[src/rtl/rot_sequencer.sv]
// rot_sequencer: 2-D fixed-point rotation issued as four serial products on a shared multiplier.
// Define ROT_SAT_EN to saturate the rescaled result; by default it wraps to W bits.
module rot_sequencer #(
  parameter int W           = 16,
  parameter int FRAC        = 14,
  parameter int ACK_TIMEOUT = 8
) (
  input  logic           clk,
  input  logic           rst_n,
  input  logic           in_valid,
  output logic           in_ready,
  input  logic [W-1:0]   x_in,
  input  logic [W-1:0]   y_in,
  input  logic [W-1:0]   cos_in,
  input  logic [W-1:0]   sin_in,
  output logic           mul_en,
  output logic [W-1:0]   mul_a,
  output logic [W-1:0]   mul_b,
  input  logic           mul_busy,
  input  logic [2*W-1:0] mul_r,
  output logic           out_valid,
  output logic [W-1:0]   out_x,
  output logic [W-1:0]   out_y,
  output logic           err
);

  localparam int AW = 2*W + 2;
  localparam int CW = $clog2(ACK_TIMEOUT + 1);

  localparam logic [2:0] S_IDLE      = 3'd0;
  localparam logic [2:0] S_ISSUE     = 3'd1;
  localparam logic [2:0] S_WAIT_ACK  = 3'd2;
  localparam logic [2:0] S_WAIT_DONE = 3'd3;
  localparam logic [2:0] S_ACCUM     = 3'd4;
  localparam logic [2:0] S_OUT       = 3'd5;

  logic [2:0]             state;
  logic [W-1:0]           x_r, y_r, cos_r, sin_r;
  logic [1:0]             idx;
  logic [1:0]             idx_next;
  logic [CW-1:0]          ack_cnt;
  logic [2*W-1:0]         prod_r;
  logic signed [AW-1:0]   prod_ext;
  logic signed [AW-1:0]   acc_x, acc_y;
  logic signed [AW-1:0]   acc_x_nxt, acc_y_nxt;
  logic [W-1:0]           next_a, next_b;
  logic [W-1:0]           res_x, res_y;

  assign in_ready = (state == S_IDLE);
  assign prod_ext = {{2{prod_r[2*W-1]}}, prod_r};
  assign idx_next = idx + 2'd1;

  // Products 0/1 form x' (x*cos - y*sin), products 2/3 form y' (x*sin + y*cos).
  always_comb begin
    acc_x_nxt = acc_x;
    acc_y_nxt = acc_y;
    case (idx)
      2'd0:    acc_x_nxt = acc_x + prod_ext;
      2'd1:    acc_x_nxt = acc_x - prod_ext;
      default: acc_y_nxt = acc_y + prod_ext;
    endcase
  end

  always_comb begin
    next_a = x_r;
    next_b = cos_r;
    case (idx_next)
      2'd0:    begin next_a = x_r; next_b = cos_r; end
      2'd1:    begin next_a = y_r; next_b = sin_r; end
      2'd2:    begin next_a = x_r; next_b = sin_r; end
      default: begin next_a = y_r; next_b = cos_r; end
    endcase
  end

`ifdef ROT_SAT_EN
  localparam logic signed [AW-1:0] SAT_MAX = {{(AW-W+1){1'b0}}, {(W-1){1'b1}}};
  localparam logic signed [AW-1:0] SAT_MIN = {{(AW-W+1){1'b1}}, {(W-1){1'b0}}};

  logic signed [AW-1:0] sh_x, sh_y;

  always_comb begin
    sh_x  = acc_x_nxt >>> FRAC;
    sh_y  = acc_y_nxt >>> FRAC;
    res_x = sh_x[W-1:0];
    res_y = sh_y[W-1:0];
    if (sh_x > SAT_MAX)      res_x = SAT_MAX[W-1:0];
    else if (sh_x < SAT_MIN) res_x = SAT_MIN[W-1:0];
    if (sh_y > SAT_MAX)      res_y = SAT_MAX[W-1:0];
    else if (sh_y < SAT_MIN) res_y = SAT_MIN[W-1:0];
  end
`else
  // Floor shift then wrap is just a bit-field pick out of the accumulator.
  always_comb begin
    res_x = acc_x_nxt[FRAC +: W];
    res_y = acc_y_nxt[FRAC +: W];
  end
`endif

  always_ff @(posedge clk or negedge rst_n) begin
    if (!rst_n) begin
      state     <= S_IDLE;
      x_r       <= '0;
      y_r       <= '0;
      cos_r     <= '0;
      sin_r     <= '0;
      idx       <= '0;
      ack_cnt   <= '0;
      prod_r    <= '0;
      acc_x     <= '0;
      acc_y     <= '0;
      mul_en    <= 1'b0;
      mul_a     <= '0;
      mul_b     <= '0;
      out_valid <= 1'b0;
      out_x     <= '0;
      out_y     <= '0;
      err       <= 1'b0;
    end else begin
      mul_en    <= 1'b0;
      out_valid <= 1'b0;
      err       <= 1'b0;
      case (state)
        S_IDLE: begin
          if (in_valid) begin
            x_r    <= x_in;
            y_r    <= y_in;
            cos_r  <= cos_in;
            sin_r  <= sin_in;
            mul_a  <= x_in;
            mul_b  <= cos_in;
            mul_en <= 1'b1;
            idx    <= '0;
            acc_x  <= '0;
            acc_y  <= '0;
            state  <= S_ISSUE;
          end
        end
        S_ISSUE: begin
          ack_cnt <= '0;
          state   <= S_WAIT_ACK;
        end
        S_WAIT_ACK: begin
          if (mul_busy) begin
            state <= S_WAIT_DONE;
          end else if (ack_cnt == CW'(ACK_TIMEOUT - 1)) begin
            err   <= 1'b1;
            state <= S_IDLE;
          end else begin
            ack_cnt <= ack_cnt + CW'(1);
          end
        end
        S_WAIT_DONE: begin
          if (!mul_busy) begin
            prod_r <= mul_r;
            state  <= S_ACCUM;
          end
        end
        S_ACCUM: begin
          acc_x <= acc_x_nxt;
          acc_y <= acc_y_nxt;
          idx   <= idx_next;
          if (idx == 2'd3) begin
            out_x     <= res_x;
            out_y     <= res_y;
            out_valid <= 1'b1;
            state     <= S_OUT;
          end else begin
            mul_a  <= next_a;
            mul_b  <= next_b;
            mul_en <= 1'b1;
            state  <= S_ISSUE;
          end
        end
        S_OUT:   state <= S_IDLE;
        default: state <= S_IDLE;
      endcase
    end
  end

endmodule

[config.mk]
export PLATFORM = sky130hd
export DESIGN_NAME = rot_sequencer
export DESIGN_NICKNAME = d
export VERILOG_FILES = /design/src/rtl/rot_sequencer.sv
export SDC_FILE = /design/constraint.sdc
export NUM_CORES = 1
export LEC_CHECK = 0
export CAP_MARGIN = 20
export CORE_ASPECT_RATIO = 0.8
export CORE_MARGIN = 4
export CORE_UTILIZATION = 30
export CTS_CLUSTER_DIAMETER = 150
export DETAILED_ROUTE_END_ITERATION = 16
export PLACE_DENSITY_LB_ADDON = 0.15
export SYNTH_ARGS = -nofsm -noshare
export SYNTH_HDL_FRONTEND = slang
export SYNTH_SLANG_ARGS = --single-unit
[constraint.sdc]
create_clock -name clk -period 4.3 [get_ports clk]
set_input_delay 1.075 -clock clk [delete_from_list [all_inputs] [get_ports clk]]
set_output_delay 1.075 -clock clk [all_outputs]
set_load 0.02 [all_outputs]
==> flow_metrics.env <==
export IMPL_synth_cell_types=66
export IMPL_dr_pass1_iters=6
export IMPL_postCtsSetupRepairBufs=0
export IMPL_htree_levels=1
export IMPL_status="complete, no violations"
export IMPL_crit_required_ns=4.76
export IMPL_skew_ns=0.0128
export IMPL_critPathMaxFanout=6
export IMPL_layout_min_cycle_time_ns=4.03
export IMPL_grt_setup_unrepaired="no"
export IMPL_critPathKind="flip-flop to flip-flop"
export IMPL_yosysWarnings=0
export IMPL_p_sw_share_pct=43.1
export IMPL_max_freq_mhz=248
export IMPL_cp_end_kind="flip-flop"
export IMPL_place_congestion=0.852
export IMPL_grt_max_degree=84
export IMPL_die_x_um=242
export IMPL_die_y_um=195
export IMPL_synthTopCellsByArea="dfrtp_1, nand2_1, ha_1"
export IMPL_drt_iter0_drc=665
export IMPL_initial_core_util_pct=30.4
export IMPL_clk_pin_slew_worst_paths_ns=0.06
export IMPL_pwr_share_clk_pct=19.5
export IMPL_cts_path_max_buffers=3
export IMPL_num_antenna_cells=0
export IMPL_async_flop_share_pct=100
export IMPL_power_density_nw_per_um2=764
export IMPL_relSlewSlack_pct=44.4
export IMPL_cp_start_kind="flip-flop"
export IMPL_numPortBuffers=165
export IMPL_clock_sinks=230
export IMPL_p_sw_uw=5450
export IMPL_grt_ovfl_total=0
export IMPL_power_frac_seq_pct=28.8
export IMPL_cts_root_buf="clkbuf_16"
export IMPL_dieArea_um2=47200
export IMPL_yosysTopAreaCell="dfrtp_1"
export IMPL_coreArea_um2=43200
export IMPL_grt_pass1_wl_um=63400
export IMPL_row_count=68
export IMPL_final_cell_mix="nand2_1, dfrtp_1, clkdlybuf4s50_1, o21ai_0, a21oi_1"
export IMPL_routed_wirelength_um=39400
export IMPL_fillers=4363
export IMPL_vias=11189
export IMPL_boundaryPins=168
export IMPL_clock_latency_ns=0.56
export IMPL_nNetsFinal=1830
export IMPL_worstMarginPinSlew_ns=0.832
export IMPL_drive_above_1_share_pct=8.07
export IMPL_peakVddDrop_mv=0.294
export IMPL_grt_pass1_vias=11070
export IMPL_maxSlewViolCount=0
export IMPL_drtAntennaViolNets=0
export IMPL_fin_setup_tns_ns=0
export IMPL_syn_inst=1502
export IMPL_worstPathArrival_ns=4.50
export IMPL_leakage_uw=0.00753
export IMPL_pwr_share_comb_pct=51.8
export IMPL_viasPerCell=4.98
export IMPL_final_setup_viol_count=0
export IMPL_track_usage_pct=16.5
export IMPL_cts_tree="yes"
export IMPL_final_hold_viol_count=0
export IMPL_synth_edf_count=0
export IMPL_syn_nets=1667
export IMPL_yosys_area_top_type_share_pct=43.8
export IMPL_numCtsBuffers=28
export IMPL_antenna_found_initial=0
export IMPL_maxCapViolCount=0
export IMPL_hold_worst_slack_ns=0.473
export IMPL_yosys_register_bits=230
export IMPL_synth_avg_cell_area_um2=8.74
export IMPL_hold_class="flip-flop to flip-flop"
export IMPL_p_int_uw=7190
export IMPL_synth_top_flop_cell="dfrtp_1"
export IMPL_netlist_area_um2=13100
export IMPL_remaining_drc_errors=0
export IMPL_yosysSeqAreaShare_pct=43.8
export IMPL_fin_crit_sh_pct=93.8
export IMPL_dp_hpwl_um=27800
export IMPL_wl_per_cell_um=17.6
export IMPL_area_growth_pct=25.9
export IMPL_final_common_cell="nand2_1"
[power groups by stage]
stage	sequential, µW	combinational [µW]	clock, µW
6_report	3630	6540	2460
5_1_grt	3740	7330	2610
4_1_cts	3610	6560	2540
3_5_place_dp	3640	6520	0
3_3_place_gp	3630	6450	0
2_1_floorplan	3710	4310	0
[worst paths after layout]
path                                   to  slack (ns)  cells after the start  startpoint
max in group asynchronous       acc_y[13]        2.83                      2       rst_n
min in group asynchronous          mul_en        0.51                      1       rst_n
worst max register to register  out_x[15]        0.27                     16   prod_r[5]
worst min-delay path             sin_r[8]        0.47                      2    sin_r[8]
worst max-delay path            out_x[15]        0.27                     16   prod_r[5]
worst min register to register   sin_r[8]        0.47                      2    sin_r[8]
[sequential cells by signal, summed over array words and instances (netlist names), 3 cells and up]
name     flops
acc_x       30
acc_y       30
prod_r      30
cos_r       16
mul_a       16
mul_b       16
out_x       16
out_y       16
sin_r       16
x_r         16
y_r         16
ack_cnt      4
state        3
[synthesized netlist by cell type, drive strengths merged, types with 10 or more instances]
cell type,instances
a21oi,90
nor2,84
o21a,13
nand3,32
nor3,24
dfrtp,230
a31oi,35
xor2,15
ha,63
a21o,29
inv,30
buf,13
a22o,23
nand4,10
mux2i,23
nand2,375
clkbuf,59
o21ai,125
nand2b,14
o22ai,14
and3,11
nor4,10
xnor2,60
mux2,25
[per-layer routing]
| metal | global-route usage (%) | wire [µm] | vias up |
|---|---|---|---|
| li1 | - | - | 5599 |
| met1 | 24.6 | 20000 | 5360 |
| met2 | 25.4 | 17300 | 194 |
| met3 | 2.54 | 1410 | 36 |
| met4 | 3.22 | 683 | 0 |
| met5 | 0 | 0 | - |
[kinds of logic after synthesis]
kind of cell	synth area share, %
AO/OA/AOI/OAI	18.6
XOR/XNOR	5.00
adder cells (fa/ha/maj)	6.31
buffers and inverters	2.92
flip-flops	43.8
multiplexers	3.90
AND/OR/NAND/NOR	19.4
[stage by stage]
stage / util (%) / setup WS (ns) / instances / area (µm²) / power [µW]
after detailed placement: 36.0 / 0.106 / 2195 / 15600 / 10200
after floorplan: - / 0.0860 / 1502 / 13100 / 8010
after global placement: 36.0 / 0.155 / 2195 / 15600 / 10100
final: 38.2 / 0.265 / 2245 / 16500 / 12600
after CTS: 38.2 / 0.0896 / 2245 / 16500 / 12700
after global routing: 38.2 / 0.00764 / 2245 / 16500 / 13700
[repair_timing]
| action | 4_1_cts | 5_1_grt |
|---|---|---|
| endpoints found under the setup margin | 0 | 2 |
| gates resized for setup | 0 | 9 |
| hold buffers | 0 | 0 |
[critical path: stages (launching register included)]
cell and delay, ns:
dfrtp_1 0.40, nor4_4 0.31, a31oi_2 0.14, or2_2 0.36, nor2_4 0.15, o21a_1 0.18, o21ai_0 0.12, xnor2_1 0.22
ha_1 0.28, a21o_1 0.17, a21o_1 0.19, a21o_1 0.22, or3_1 0.35, or3_1 0.34, a41oi_2 0.23, nor3_1 0.08
o31ai_2 0.22
[layout make-up]
class	instances	area [µm²]	share of cell area (%)
Inverter	30	113	0.681
Timing Repair Buffer	205	1990	12.0
Multi-Input combinational cell	1170	7040	42.6
Clock buffer	41	791	4.78
Clock inverter	9	145	0.878
Sequential cell	230	5760	34.8
Tap cell	560	701	4.24
Note: power is estimated with default switching activity, not from simulation.
